File: config.mk
export PLATFORM = sky130hd
export DESIGN_NAME = mask_index_expander
export DESIGN_NICKNAME = d
export VERILOG_FILES = /design/src/rtl/mask_exp_pkg.sv /design/src/rtl/lsb_prio_enc.sv /design/src/rtl/mask_index_expander.sv
export SDC_FILE = /design/constraint.sdc
export NUM_CORES = 1
export LEC_CHECK = 0
export CAP_MARGIN = 20
export CORE_MARGIN = 3
export CORE_UTILIZATION = 47
export CTS_CLUSTER_DIAMETER = 60
export DETAILED_ROUTE_END_ITERATION = 10
export PLACE_DENSITY = 0.76
export SYNTH_ARGS = -nofsm -noshare
export SYNTH_HDL_FRONTEND = slang
export SYNTH_SLANG_ARGS = --single-unit
File: constraint.sdc
create_clock -name clk -period 2.6 [get_ports clk]
set_clock_uncertainty 0.15 [all_clocks]
set_input_delay 0.52 -clock clk [delete_from_list [all_inputs] [get_ports clk]]
set_output_delay 0.52 -clock clk [all_outputs]
set_load 0.02 [all_outputs]
File: src/rtl/mask_exp_pkg.sv
// rtl/mask_exp_pkg.sv - shared constants and types for the mask index expander
// Purpose : default mask geometry and the expander FSM state type.
// Ports   : none (package).
package mask_exp_pkg;

   localparam int VL_DEF    = 32;
   localparam int IDX_W_DEF = $clog2(VL_DEF);

   typedef logic [IDX_W_DEF-1:0] idx_t;

   typedef enum logic [1:0] {
      IDLE  = 2'd0,
      SCAN  = 2'd1,
      EMPTY = 2'd2
   } state_t;

endpackage

File: src/rtl/lsb_prio_enc.sv
// rtl/lsb_prio_enc.sv - lowest-set-bit priority encoder
// Purpose : combinational LSB-first priority encode of a VL-bit vector.
// Ports   : vec_i     VL     vector to encode
//           idx_o     IDX_W  index of lowest set bit (0 when vec_i is zero)
//           onehot_o  VL     isolated lowest set bit
//           single_o  1      vec_i has exactly one bit set
module lsb_prio_enc #(
   parameter int VL    = 32,
   parameter int IDX_W = $clog2(VL)
) (
   input  logic [VL-1:0]    vec_i,
   output logic [IDX_W-1:0] idx_o,
   output logic [VL-1:0]    onehot_o,
   output logic             single_o
);

   // Scan from the top down so the lowest set bit is the last writer.
   always_comb begin
      idx_o = '0;
      for (int i = VL - 1; i >= 0; i--) begin
         if (vec_i[i]) idx_o = IDX_W'(i);
      end
   end

   // Two's-complement trick: x & -x isolates the lowest set bit.
   assign onehot_o = vec_i & (~vec_i + VL'(1));

   // Clearing the lowest bit leaves zero only when one bit was set.
   assign single_o = (vec_i != '0) && ((vec_i & (vec_i - VL'(1))) == '0);

endmodule

File: src/rtl/mask_index_expander.sv
// rtl/mask_index_expander.sv - expands an element mask into a stream of set-bit indices
// Purpose : accepts a VL-bit mask and emits one beat per set bit, lowest first,
//           carrying the element index and its rank; an all-zero mask yields a
//           single empty beat. Optional popcount side output under MASK_EXP_COUNT_EN.
// Ports   : clk, rst                 clock, synchronous active-high reset
//           in_valid/in_ready/in_mask  mask input handshake
//           out_valid/out_ready        beat output handshake
//           out_idx, out_rank          element index and ordinal of the set bit
//           out_empty, out_last        all-zero mask beat, final beat of the mask
//           cnt_valid, cnt             (MASK_EXP_COUNT_EN only) popcount of accepted mask
module mask_index_expander
   import mask_exp_pkg::*;
#(
   parameter int VL = VL_DEF,
   localparam int IDX_W = $clog2(VL)
) (
   input  logic             clk,
   input  logic             rst,
   input  logic             in_valid,
   output logic             in_ready,
   input  logic [VL-1:0]    in_mask,
   output logic             out_valid,
   input  logic             out_ready,
   output logic [IDX_W-1:0] out_idx,
   output logic [IDX_W-1:0] out_rank,
   output logic             out_empty,
   output logic             out_last
`ifdef MASK_EXP_COUNT_EN
   ,
   output logic             cnt_valid,
   output logic [IDX_W:0]   cnt
`endif
);

   state_t           state_q, state_d;
   logic [VL-1:0]    mask_q, mask_d;
   logic [IDX_W-1:0] rank_q, rank_d;

   logic [IDX_W-1:0] enc_idx;
   logic [VL-1:0]    enc_onehot;
   logic             enc_single;

   lsb_prio_enc #(
      .VL    (VL),
      .IDX_W (IDX_W)
   ) u_enc (
      .vec_i    (mask_q),
      .idx_o    (enc_idx),
      .onehot_o (enc_onehot),
      .single_o (enc_single)
   );

   // Outputs are pure functions of the registered state, so they cannot
   // change while a beat is stalled.
   assign in_ready  = (state_q == IDLE);
   assign out_valid = (state_q != IDLE);
   assign out_idx   = (state_q == SCAN) ? enc_idx : '0;
   assign out_rank  = (state_q == SCAN) ? rank_q  : '0;
   assign out_empty = (state_q == EMPTY);
   assign out_last  = ((state_q == SCAN) && enc_single) || (state_q == EMPTY);

   always_comb begin
      state_d = state_q;
      mask_d  = mask_q;
      rank_d  = rank_q;
      unique case (state_q)
         IDLE: begin
            if (in_valid) begin
               mask_d  = in_mask;
               rank_d  = '0;
               state_d = (in_mask == '0) ? EMPTY : SCAN;
            end
         end
         SCAN: begin
            if (out_ready) begin
               mask_d = mask_q & ~enc_onehot;
               rank_d = rank_q + IDX_W'(1);
               if (enc_single) state_d = IDLE;
            end
         end
         EMPTY: begin
            if (out_ready) state_d = IDLE;
         end
         default: state_d = IDLE;
      endcase
   end

   always_ff @(posedge clk) begin
      if (rst) begin
         state_q <= IDLE;
         mask_q  <= '0;
         rank_q  <= '0;
      end else begin
         state_q <= state_d;
         mask_q  <= mask_d;
         rank_q  <= rank_d;
      end
   end

`ifdef MASK_EXP_COUNT_EN
   logic [IDX_W:0] cnt_d, cnt_q;
   logic           cnt_valid_q;

   always_comb begin
      cnt_d = '0;
      for (int i = 0; i < VL; i++) begin
         cnt_d = cnt_d + (IDX_W + 1)'(in_mask[i]);
      end
   end

   // Count is captured on the accepting edge and reported for one cycle.
   always_ff @(posedge clk) begin
      if (rst) begin
         cnt_valid_q <= 1'b0;
         cnt_q       <= '0;
      end else begin
         cnt_valid_q <= in_valid && in_ready;
         if (in_valid && in_ready) cnt_q <= cnt_d;
      end
   end

   assign cnt_valid = cnt_valid_q;
   assign cnt       = cnt_q;
`endif

endmodule
-- Word-level counts from Yosys, hierarchy flattened
Index checks and enable logic that the tools add are counted.
- add/sub/neg operators: 3
- reductions and logical operators: 11
- equality and inequality tests: 6
- bitwise gates (word level): 5
- mux-type cells: 46
- operator list (cell ; count):
    $mux W5 ; 36
    $and A32 B32 Y32 ; 3
    $logic_not A32 Y1 ; 2
    $mux W32 ; 2
    $not A32 Y32 ; 2
    $pmux W32 S2 ; 1
    $add A32 B1 Y32 const B ; 1
    $reduce_bool A32 Y1 ; 1
    $sub A32 B1 Y32 const B ; 1
    $mux W2 ; 5
    $pmux W5 S2 ; 1
    $ne A2 B2 Y1 const B ; 4
    $pmux W2 S3 ; 1
    $add A5 B1 Y5 const B ; 1
    $reduce_and A4 Y1 ; 1
    $reduce_bool A2 Y1 ; 2
    $reduce_and A3 Y1 ; 1
    $eq A2 B1 Y1 const B ; 1
    $eq A2 B2 Y1 const B ; 1
    $logic_and A1 B1 Y1 ; 2
    $logic_not A2 Y1 ; 1
    $logic_or A1 B1 Y1 ; 1
- bits of input ports: 36
- register bits after elaboration: 39
- logic and storage cells: 74

-- Depth between registers and ports, before layout
- depth after elaboration: 33
- gate-level depth with buffers: 9
- mapped depth without buffers: 7

-- Modules after synthesis
A second synthesis with hierarchy kept.
- cells, all modules: 400
- area, all modules: 2977.9 µm²
- modules (own cells, without submodules) (module ; times used ; sequential area each (µm²) ; area an instance (µm²) ; cells an instance):
    mask_index_expander ; 1 ; 780.7 ; 1949.4 ; 239
    lsb_prio_enc ; 1 ; 0.0 ; 1028.5 ; 161

-- Worst setup path before layout
OpenSTA, ideal clock, no wires.
- path type: register to output
- start point: register mask_q[1]
- end point: output out_last
- data arrival time: 2306 ps
- path slack: -376 ps
- cell stages (with the launch flop): 10
- data required time: 1930 ps
- cells stage by stage: dfxtp_1 > buf_4 > or4_1 > buf_2 > o41ai_4 > nand2_2 > a2111oi_4 > o221ai_2 > nor3_1 > a21o_1
- cells in the longest elaborated chain, start to end: 6
- elaborated cells between the ends (all ways): 7
- classes of those cells: add/sub: 1; bitwise: 1; reduce/logical: 5
- ends and longest elaborated chain (what ; line ; RTL):
    start: declaration ; mask_index_expander.sv:36 ; logic [VL-1:0] mask_q, mask_d;
    start signal: assignment ; mask_index_expander.sv:95 ; mask_q <= mask_d;
    $sub A32 B1 Y32 ; lsb_prio_enc.sv:29 ; assign single_o = (vec_i != '0) && ((vec_i & (vec_i - VL'(1))) == '0);
    $and A32 B32 Y32 ; lsb_prio_enc.sv:29 ;
    $logic_not A32 Y1 ; lsb_prio_enc.sv:29 ;
    $logic_and A1 B1 Y1 * ; lsb_prio_enc.sv:29 ;
    $logic_and A1 B1 Y1 * ; mask_index_expander.sv:60 ; assign out_last = ((state_q == SCAN) && enc_single) || (state_q == EMPTY);
    $logic_or A1 B1 Y1 * ; mask_index_expander.sv:60 ;
    end: declaration ; mask_index_expander.sv:27 ; output logic out_last
Every way passes the cells marked *; elsewhere a longest branch is shown, timed or not.

-- Worst setup path after layout
- start point: register mask_q[3]
- end point: output out_last
The elaborated chain is that of the path after synthesis.

==> out/metrics.yaml <==
critical_path:
  reg2reg_depth: 8
  crit_fanout: 7
  crit_end: "out_last"
  r2r-start: "mask_q[3]$_SDFFE_PP0P_"
  start_kind: "flop"
  crit_start: "mask_q[3]$_SDFFE_PP0P_"
  endpoint_kind: "output port"
  r2r_end: "state_q[0]$_SDFFE_PP0P_"
  criticalPathCategory: "reg -> out"
  r2r_slack_ns: -0.03
  worst_ep_required_time_ns: 1.93
  worst_ep_arrival_time_ns: 2.66
global_route:
  grt_max_degree: 40
  antenna_found_initial: 0
  grt.total_usage_pct: 31.0
  grt-ovfl-total: 0
  grt_pass1_wl_mm: 15.7
  grt_pass1_vias: 3204
power_and_ir_drop:
  pwr_density_cell_mw_per_mm2: 497
  power_w: 0.00205
  leakage_nw: 1.64
  ir_worst_vdd_v: 0.000307
finish:
  diodes: 0
  final_cells: 547
  finalNetCount: 513
  post-route-util_pct: 78.3
  area_growth_pct: 57.0
  layout-drive-gt1-share_pct: 35.0
  design_area_mm2: 0.00412
route:
  num_vias: 3426
  wl_mm: 10.2
  routed-wl-met3_um: 806
  top_layer_used: "met4"
  firstDrtPassIters: 5
  drtAntennaViolNets: 0
  drc: 0
  first_iter_violations: 387
  wl_met1_mm: 4.10
  routedWlPerCell_um: 18.6
  met2WireLength_mm: 4.99
  drt-vias-per-instance: 6.26
floorplan:
  die_h_um: 80.8
  die_x_um: 80.8
  core_area_mm2: 0.00527
  core.rowCount: 26
  io-pin-count: 50
  initial_core_util_pct: 49.9
  die-area_mm2: 0.00652
placement:
  io_buffers: 49
  dp_hpwl_mm: 6.81
  dpl.cell_count: 536
  gp_congestion: 0.938
  dpl_cell_area_mm2: 0.00376
logic_synthesis:
  synth-async-reset-ratio_pct: 0
  synth-seq-cells: 39
  synth_edf_count: 0
  ys_seq_area_share_pct: 29.7
  synthesis.area_mm2: 0.00263
  ys.flop_type: "dfxtp_1"
  postSynthCellCount: 367
  syn_area_per_cell_um2: 7.16
  ys_warn_count: 0
  synth_nets: 404
  synthDistinctLibCells: 49
timing:
  setup_violations: 5
  fmax_mhz: 301
  worst_slack_ns: -0.726
  layout_min_cycle_time_ns: 3.33
  worst_slew_pin_slew_ns: 0.508
  rsz0062_at_grt: "yes"
  max-slew-margin-rel_pct: 66.2
  fin_crit_sh_pct: 128
  hold_violations: 0
  hold_slack_ns: 0.353
  final_max_slew_viol_count: 0
clock_network:
  cts_tree: "built"
  cts.sinks: 39
  clk_pin_slew_ns: 0.08
  cts.path.max_buffers: 2
  cts_hold_buf: 0
  cts_root_buf: "clkbuf_8"
  htreeDepth: 2
  insertion_delay_ns: 0.31
  numCtsBuffers: 5
status:
  status: "finished, violations left"
  violations: "negative setup slack"
flow_run:
  cap_violations: 0
min_path:
  hold_path.class: "reg -> reg"
## stage by stage
step                setup TNS, ns  setup WS (ns)
global placement            -2.14         -0.772
floorplan                  -0.296         -0.296
CTS                         -1.51         -0.646
global route                -1.65         -0.835
finish                      -1.12         -0.726
detailed placement          -2.29         -0.867
## worst max-delay path: stages, from the launching register on
cell and delay [ns]:
dfxtp_1 0.34, or4_4 0.64, o22ai_2 0.20, o211ai_1 0.20, a2111oi_4 0.36, o221ai_2 0.16
nor3_2 0.18, a21o_1 0.14, buf_4 0.14
## layout make-up
cell class / count / area, um^2
clock buffer: 5 / 68.8
clock inverter: 3 / 15.0
fill: 390 / 1150
inverter: 10 / 37.5
multi-input combinational: 280 / 1930
sequential: 39 / 798
tap: 70 / 87.6
timing repair buffer: 140 / 1190
## placed cells by master (no fill, tap or decap), drive strengths merged, types with 4 or more instances in the layout
cell	synthesis	final
a2111oi	4	4
a211oi	6	6
a21oi	26	26
a22oi	26	26
and2	6	6
buf	10	97
clkbuf	28	5
clkdlybuf4s50	0	43
dfxtp	39	39
inv	10	10
nand2	28	28
nand3	6	6
nand4	5	5
nor2	50	50
nor3	27	27
nor4	23	23
o21ai	34	34
or4	4	4
## cells by family after synthesis
group | count (synthesis) | share of synthesized area [%]
multiplexers | 1 | 0.381
XOR/XNOR | 3 | 1.00
adder cells (fa/ha/maj) | 3 | 1.24
flip-flops | 39 | 29.7
AND/OR/NAND/NOR | 157 | 30.0
buffers and inverters | 48 | 7.67
AO/OA/AOI/OAI | 116 | 30.0
## routing by layer
metal	global-route usage (%)	vias up
li1	-	1572
met1	38.9	1619
met2	53.6	198
met3	5.21	37
met4	10.5	0
met5	0	-
## timing repair
action,4_1_cts,5_1_grt
resized for setup,69,30
cloned,0,0
setup buffers,0,4
pin swaps,15,14
setup endpoints to repair,12,11
## cell usage after synthesis, types with 2 or more instances
master | count | area share, %
nand2_1 | 27 | 3.9
nor2b_1 | 3 | 0.71
buf_2 | 8 | 1.5
nand4_1 | 5 | 1.2
xor2_1 | 3 | 1.0
dfxtp_1 | 39 | 30
inv_1 | 10 | 1.4
nor3_1 | 27 | 5.1
or3_1 | 2 | 0.48
nor2_1 | 50 | 7.1
nor4_1 | 20 | 4.8
a211oi_1 | 6 | 1.7
a2111oi_0 | 3 | 1.0
or4_1 | 3 | 0.86
a22oi_1 | 26 | 7.4
o22ai_1 | 2 | 0.48
o21bai_1 | 2 | 0.57
nand3_1 | 6 | 1.1
nor4_2 | 2 | 0.95
o211ai_1 | 2 | 0.57
a21oi_1 | 26 | 5.0
o21ai_0 | 34 | 6.5
clkbuf_1 | 28 | 4.0
maj3_1 | 2 | 0.76
and2_1 | 5 | 1.2
o31ai_1 | 3 | 0.86
## flip-flops by register name (all words and copies together) (netlist names)
name,flops
mask_q,32
state_q,2
rank_q,5
## report_power, final
part	internal (W)	switching, W	leakage, nW
Clock	0.000184	0.000237	0.0477
Combinational	0.000462	0.000484	1.27
Sequential	0.000636	0.0000454	0.325
## worst min path at each step
stage                            from                     end  slack (ns)  cells past startpoint
2_1_floorplan  rank_q[1]$_SDFFE_PP0P_  rank_q[1]$_SDFFE_PP0P_        0.31                      2
3_3_place_gp   rank_q[1]$_SDFFE_PP0P_  rank_q[1]$_SDFFE_PP0P_        0.33                      2
3_5_place_dp   rank_q[1]$_SDFFE_PP0P_  rank_q[1]$_SDFFE_PP0P_        0.34                      2
4_1_cts        rank_q[1]$_SDFFE_PP0P_  rank_q[1]$_SDFFE_PP0P_        0.35                      2
5_1_grt        rank_q[1]$_SDFFE_PP0P_  rank_q[1]$_SDFFE_PP0P_        0.40                      2
6_report       rank_q[1]$_SDFFE_PP0P_  rank_q[1]$_SDFFE_PP0P_        0.35                      2
Power figures use the tool's default switching activity.
